File: config.mk
export PLATFORM = sky130hd
export DESIGN_NAME = lfsr_prbs_gen
export DESIGN_NICKNAME = d
export VERILOG_FILES = /design/src/rtl/lfsr_prbs_gen.sv
export SDC_FILE = /design/constraint.sdc
export NUM_CORES = 1
export LEC_CHECK = 0
export CAP_MARGIN = 20
export CORE_AREA = 2 2 90 92
export CTS_CLUSTER_DIAMETER = 200
export CTS_CLUSTER_SIZE = 12
export DETAILED_ROUTE_END_ITERATION = 7
export DIE_AREA = 0 0 92 94
export PLACE_DENSITY = 0.86
export SLEW_MARGIN = 5
export SYNTH_ARGS = -nofsm -noshare
export SYNTH_HDL_FRONTEND = slang
export SYNTH_SLANG_ARGS = --single-unit
File: constraint.sdc
create_clock -name clk -period 5.2 [get_ports clk]
set_input_delay 1.04 -clock clk [delete_from_list [all_inputs] [get_ports clk]]
set_output_delay 1.04 -clock clk [all_outputs]
set_load 0.05 [all_outputs]
File: src/rtl/lfsr_prbs_gen.sv
// Fibonacci LFSR pattern source with a valid/ready output.
// Supports free-run and counted-burst modes, runtime seed load, pattern-match pulse and a transfer counter.
module lfsr_prbs_gen #(
    parameter int                 WIDTH = 16,
    parameter logic [WIDTH-1:0]   TAPS  = WIDTH'(16'hD008),
    parameter logic [WIDTH-1:0]   SEED  = {{(WIDTH-1){1'b0}}, 1'b1},
    parameter int                 LEN_W = 16
) (
    input  logic                clk,
    input  logic                rst,
    input  logic                mode,
    input  logic                enable,
    input  logic                start,
    input  logic [LEN_W-1:0]    burst_len,
    input  logic                load,
    input  logic [WIDTH-1:0]    seed_in,
    input  logic                out_ready,
    output logic                out_valid,
    output logic [WIDTH-1:0]    data_out,
    input  logic [WIDTH-1:0]    match_val,
    output logic                match_hit,
    output logic                busy,
    output logic                done,
    output logic [31:0]         xfer_count
);

    // state | meaning
    // IDLE  | free-run operation, or waiting for a burst start
    // RUN   | burst in progress, remain_q words still to transfer
    // DONE  | one-cycle end-of-burst indication
    typedef enum logic [1:0] {IDLE, RUN, DONE} fsm_t;

    fsm_t               fsm_q, fsm_d;
    logic [WIDTH-1:0]   state_q;
    logic [WIDTH-1:0]   state_next;
    logic [WIDTH-1:0]   tapped;
    logic               fb;
    logic [LEN_W-1:0]   remain_q, remain_d;
    logic               valid_d;
    logic               xfer;

    // An all-zero tap field shifts in a 1 so the register can never lock at zero.
    assign tapped     = state_q & TAPS;
    assign fb         = (^tapped) | ~(|tapped);
    assign state_next = {state_q[WIDTH-2:0], fb};

    assign xfer      = out_valid & out_ready;
    assign data_out  = state_q;
    assign busy      = (fsm_q == RUN);
    assign done      = (fsm_q == DONE);

    always_comb begin
        fsm_d    = fsm_q;
        remain_d = remain_q;
        valid_d  = 1'b0;
        case (fsm_q)
            IDLE: begin
                if (mode) begin
                    if (start) begin
                        remain_d = burst_len;
                        if (burst_len != '0) begin
                            fsm_d   = RUN;
                            valid_d = 1'b1;
                        end else begin
                            fsm_d = DONE;
                        end
                    end
                end else begin
                    valid_d = enable;
                end
            end
            RUN: begin
                valid_d = 1'b1;
                if (xfer) begin
                    remain_d = remain_q - 1'b1;
                    if (remain_q == LEN_W'(1)) begin
                        fsm_d   = DONE;
                        valid_d = 1'b0;
                    end
                end
            end
            DONE: begin
                fsm_d   = IDLE;
                valid_d = ~mode & enable;
            end
            default: fsm_d = IDLE;
        endcase
    end

    always_ff @(posedge clk or posedge rst) begin
        if (rst) begin
            state_q    <= SEED;
            fsm_q      <= IDLE;
            remain_q   <= '0;
            out_valid  <= 1'b0;
            match_hit  <= 1'b0;
            xfer_count <= '0;
        end else begin
            fsm_q     <= fsm_d;
            remain_q  <= remain_d;
            out_valid <= valid_d;
            match_hit <= xfer && (state_q == match_val);
            if (xfer) begin
                xfer_count <= xfer_count + 32'd1;
            end
            // A coincident transfer is still counted above, using the pre-load word.
            if (load) begin
                state_q <= (seed_in == '0) ? SEED : seed_in;
            end else if (xfer) begin
                state_q <= state_next;
            end
        end
    end

endmodule

# ---- Word-level counts from Yosys, hierarchy flattened
# Cells that the tools add are included.
dict set report op_classes {
  n_eq_ne 8
  n_mux 19
  addsub 2
  n_reduce_logical 10
  n_bitwise 5
}
# cell n
set op_table {}
lappend op_table {{16-bit two-way mux} 6}
lappend op_table {{32-bit by 1-bit adder with 32-bit output (second input constant)} 1}
lappend op_table {{16-bit one-hot mux with 2 select lines} 1}
lappend op_table {{16-bit by 1-bit == test with 1-bit output (second input constant)} 1}
lappend op_table {{16-bit == test} 1}
lappend op_table {{16-bit logical NOT} 1}
lappend op_table {{16-bit nonzero test} 1}
lappend op_table {{16-bit parity} 1}
lappend op_table {{16-bit by 1-bit subtractor with 16-bit output (second input constant)} 1}
lappend op_table {{2-bit two-way mux} 5}
lappend op_table {{4-bit AND reduction} 2}
lappend op_table {{1-bit two-way mux} 5}
lappend op_table {{2-bit by 1-bit inequality test with 1-bit output (second input constant)} 2}
lappend op_table {{2-bit inequality test (second input constant)} 2}
lappend op_table {{2-bit one-hot mux with 2 select lines} 1}
lappend op_table {{2-bit nonzero test} 2}
lappend op_table {{4-bit OR reduction} 1}
lappend op_table {{1-bit one-hot mux with 3 select lines} 1}
lappend op_table {{1-bit bitwise AND} 2}
lappend op_table {{2-bit by 1-bit == test with 1-bit output (second input constant)} 1}
lappend op_table {{2-bit == test (second input constant)} 1}
lappend op_table {{2-bit logical NOT} 1}
lappend op_table {{1-bit inverter} 2}
lappend op_table {{1-bit logical AND} 1}
lappend op_table {{1-bit OR} 1}
dict set report word_totals {
  ff_bits 68
  output_inout_bits 52
  in_bits 55
  word_cells 50
}

# ---- Longest topological paths before layout
dict set report logic_depth {
  ltp_word 5
  ltp_mapped 6
  depth_no_buf 6
}

# ---- Worst setup path after synthesis
# No wires, ideal clock.
dict set report synth_timing {
  path_type {register to output}
  startpoint {reg fsm_q[1]}
  endpoint {out busy}
  path_buffers 1
  setup_slack_ns 2.795
  required_time_ns 4.160
  stages_incl_launch_ff 4
  arrival_ns 1.365
  path_cell_list {dfrtp_1 nand2b_1 inv_1 clkbuf_1}
}
dict set report synth_between {
  elab_chain_cells 1
}
# item line_no
set synth_lines {}
lappend synth_lines {{from (decl)} 33} ;# fsm_t fsm_q, fsm_d;
lappend synth_lines {{from (signal assigned)} 99} ;# fsm_q <= fsm_d;
lappend synth_lines {{2-bit by 1-bit == test with 1-bit output} 49} ;# assign busy = (fsm_q == RUN);
lappend synth_lines {{to (decl)} 22} ;# output logic busy,
# Every way passes these cells.

# ---- Worst setup path in the final report
# Ends and elaborated chain as after synthesis.

==> impl_metrics.csv <==
group,metric,value,unit
routing,finalWirelength,9.31,mm
logic_synthesis,ys_seq_area_frac,0.457,
timing,fin_skew,0.0124,ns
routing,drt_pass1_iterations,5,
logic_synthesis,synthesis.area,3730,sq um
setup_path,crit_required,4.16,ns
global_routing,grt_max_degree,37,
clock_tree,cts_setup_buffers,0,
final_layout,nFillCells,611,
timing,fin_tns_setup,0,ns
clock_tree,postCtsHoldBufs,0,
global_routing,grt_pass1_vias,3212,
run_status,status,"finished, final reports clean",
setup_path,critical_path_class,"register to output pin",
timing,fin_crit_sh,0.762,
setup_path,crit_arrival,2.92,ns
final_layout,fin_cells,581,
final_layout,final_cell_mix,"clkdlybuf4s50_1 (106), dfrtp_1 (67), nand2_1 (37)",
setup_path,reg2reg_from,"fsm_q[1]$_DFFE_PP0P_",
power,p_leak,2.10,nW
placement,io_buffer_count,106,
logic_synthesis,synth_flop_cell,"dfrtp_1",
die,core,7610,sq um
final_layout,final_common_cell,"clkdlybuf4s50_1",
global_routing,antenna_found_initial,0,
logic_synthesis,postSynth.asyncResetShare,1.00,
flow_run,cap_violations,0,
setup_path,rr_worst_depth,5,
logic_synthesis,synth-seq-cells,68,
setup_path,worstReg2RegEnd,"remain_q[9]$_DFFE_PP0P_",
timing,hold_ws,0.477,ns
routing,wl_per_cell,16.0,um
logic_synthesis,synth_cell_types,56,
timing,setup-violations-final,0,
global_routing,grt_pass1_wl,15.5,mm
setup_path,rrSetupSlack,2.84,ns
power,peakVddDrop,0.000195,V
routing,drtIter0Drc,178,
power,p_per_area,326,nW/um^2
setup_path,crit_path_end_kind,"output pin",
placement,hpwl,6.94,mm
final_layout,multi_input_area,1920,sq um
placement,dp.cells,565,
setup_path,crit_path_max_fanout,24,
timing,slew-limit-headroom,0.331,
hold_path,hold_class,"register to register",
clock_tree,post_cts_resize_count,0,
timing,rsz0062_at_grt,"false",
die,initial_core_util,0.490,
die,num_io_pins,107,
die,die_h,94,um
timing,slew_viol_final,0,
final_layout,final-seq-area,1700,sq um
routing,drc,0,
timing,hold_viol,0,
final_layout,fin_nets,533,
logic_synthesis,synthCells,371,
hold_path,holdPathEnd,"xfer_count[31]$_DFFE_PP0P_",
global_routing,grt_use_total,0.228,
clock_tree,htree_levels,3,
die,fp-row-count,32,
final_layout,area_growth,35.7,%
clock_tree,cts_tree,"built",
final_layout,drive_above_1_share,0.0752,
timing,worstMarginPinSlew,0.995,ns
clock_tree,cts_max_path_buffers,2,
global_routing,overflow,0,
clock_tree,cts_buffers,9,
clock_tree,cts_root_buffer,"clkbuf_8",
placement,globalplace.congestion,0.857,
setup_path,critPathLaunchType,"register",
die,dieArea,8650,sq um
routing,final_antenna_net_count,0,
clock_tree,clk_latency,0.35,ns
timing,max_clock_freq,0.252,GHz
routing,vias,3334,
hold_path,hp-start,"xfer_count[31]$_DFFE_PP0P_",
routing,via_per_inst,5.74,
logic_synthesis,postSynthAreaPerCell,10.0,sq um
logic_synthesis,synth_fp_nets,430,
die,fp.dieW,92,um
logic_synthesis,synth-edff-count,0,
timing,period_needed,3.96,ns
final_layout,diodes,0,
power,fin_total_pwr,1.65,mW
logic_synthesis,synth_warnings,0,
hold_path,hold_depth,1,
clock_tree,clk_pin_slew,0.07,ns
clock_tree,cts_sinks,68,
registers in the layout, summed over array words and instances, names as in the netlist:
signal and cells:
data_out 16, fsm_q 2, match_hit 1, out_valid 1, remain_q 16, xfer_count 32
stage by stage:
step	util	instance area, sq um	setup WS (ns)
5_1_grt	0.665	5060	1.09
4_1_cts	0.665	5060	1.28
3_3_place_gp	0.638	4860	1.73
2_1_floorplan	-	3730	2.45
3_5_place_dp	0.638	4860	1.68
6_report	0.665	5060	1.24
power breakdown:
part	total, mW	internal (mW)	switching, mW
registers	0.709	0.599	0.110
logic	0.498	0.203	0.294
clock network	0.442	0.234	0.208
total	1.65	1.04	0.613
area by class of cell:
| type | instances | share of cell area |
|---|---|---|
| Clock buffer | 10 | 0.0272 |
| Clock inverter | 6 | 0.0126 |
| Inverter | 9 | 0.00668 |
| Multi-Input combinational cell | 279 | 0.380 |
| Sequential cell | 68 | 0.337 |
| Tap cell | 102 | 0.0252 |
| Timing Repair Buffer | 107 | 0.211 |
layer usage:
layer / vias to the layer above / routed length (um) / global-route usage
li1: 1560 / - / -
met4: 0 / 209 / 0.102
met5: - / 0 / 0
met3: 21 / 561 / 0.0401
met1: 1624 / 3920 / 0.287
met2: 129 / 4620 / 0.385
how the worst max path moves through the flow:
stage,from,end,slack [ns],depth (start not counted)
after floorplan,rst,data_out[10]$_DFFE_PP0P_,2.45,1
after global placement,fsm_q[1]$_DFFE_PP0P_,busy,1.73,3
after detailed placement,fsm_q[1]$_DFFE_PP0P_,busy,1.68,3
after CTS,fsm_q[1]$_DFFE_PP0P_,busy,1.28,3
after global routing,fsm_q[1]$_DFFE_PP0P_,busy,1.09,3
final,fsm_q[1]$_DFFE_PP0P_,busy,1.24,3
critical path, stage by stage (launching register included):
cell and delay, ns:
dfrtp_1 0.45, nand2b_1 0.49, inv_1 0.70, clkdlybuf4s50_1 0.94
synth_stat cells, types with 5 or more instances:
cell,number,area share
nand3_1,12,0.016
clkbuf_1,9,0.0091
nor3_1,5,0.0067
nand2_1,37,0.037
nor2_1,15,0.015
dfrtp_1,67,0.45
nand4_1,20,0.034
mux2i_1,15,0.040
a21oi_1,15,0.020
and3_1,6,0.010
buf_2,5,0.0067
xor2_1,22,0.052
a2bb2oi_1,6,0.014
inv_1,9,0.0091
o22ai_1,6,0.010
o21ai_0,22,0.030
nor4_1,11,0.018
xnor2_1,26,0.061
and2_1,5,0.0084
cells by family after synthesis:
logic type	Yosys count	share of synthesized area
muxes	16	0.0433
DFF	68	0.457
buffers and inverters	24	0.0269
AOI/OAI and AO/OA	69	0.118
and+or+nand+nor	142	0.229
xor gates and xnor gates	48	0.113
adders and majority gates	4	0.0134
No activity file was read; power rests on OpenSTA's default activity.
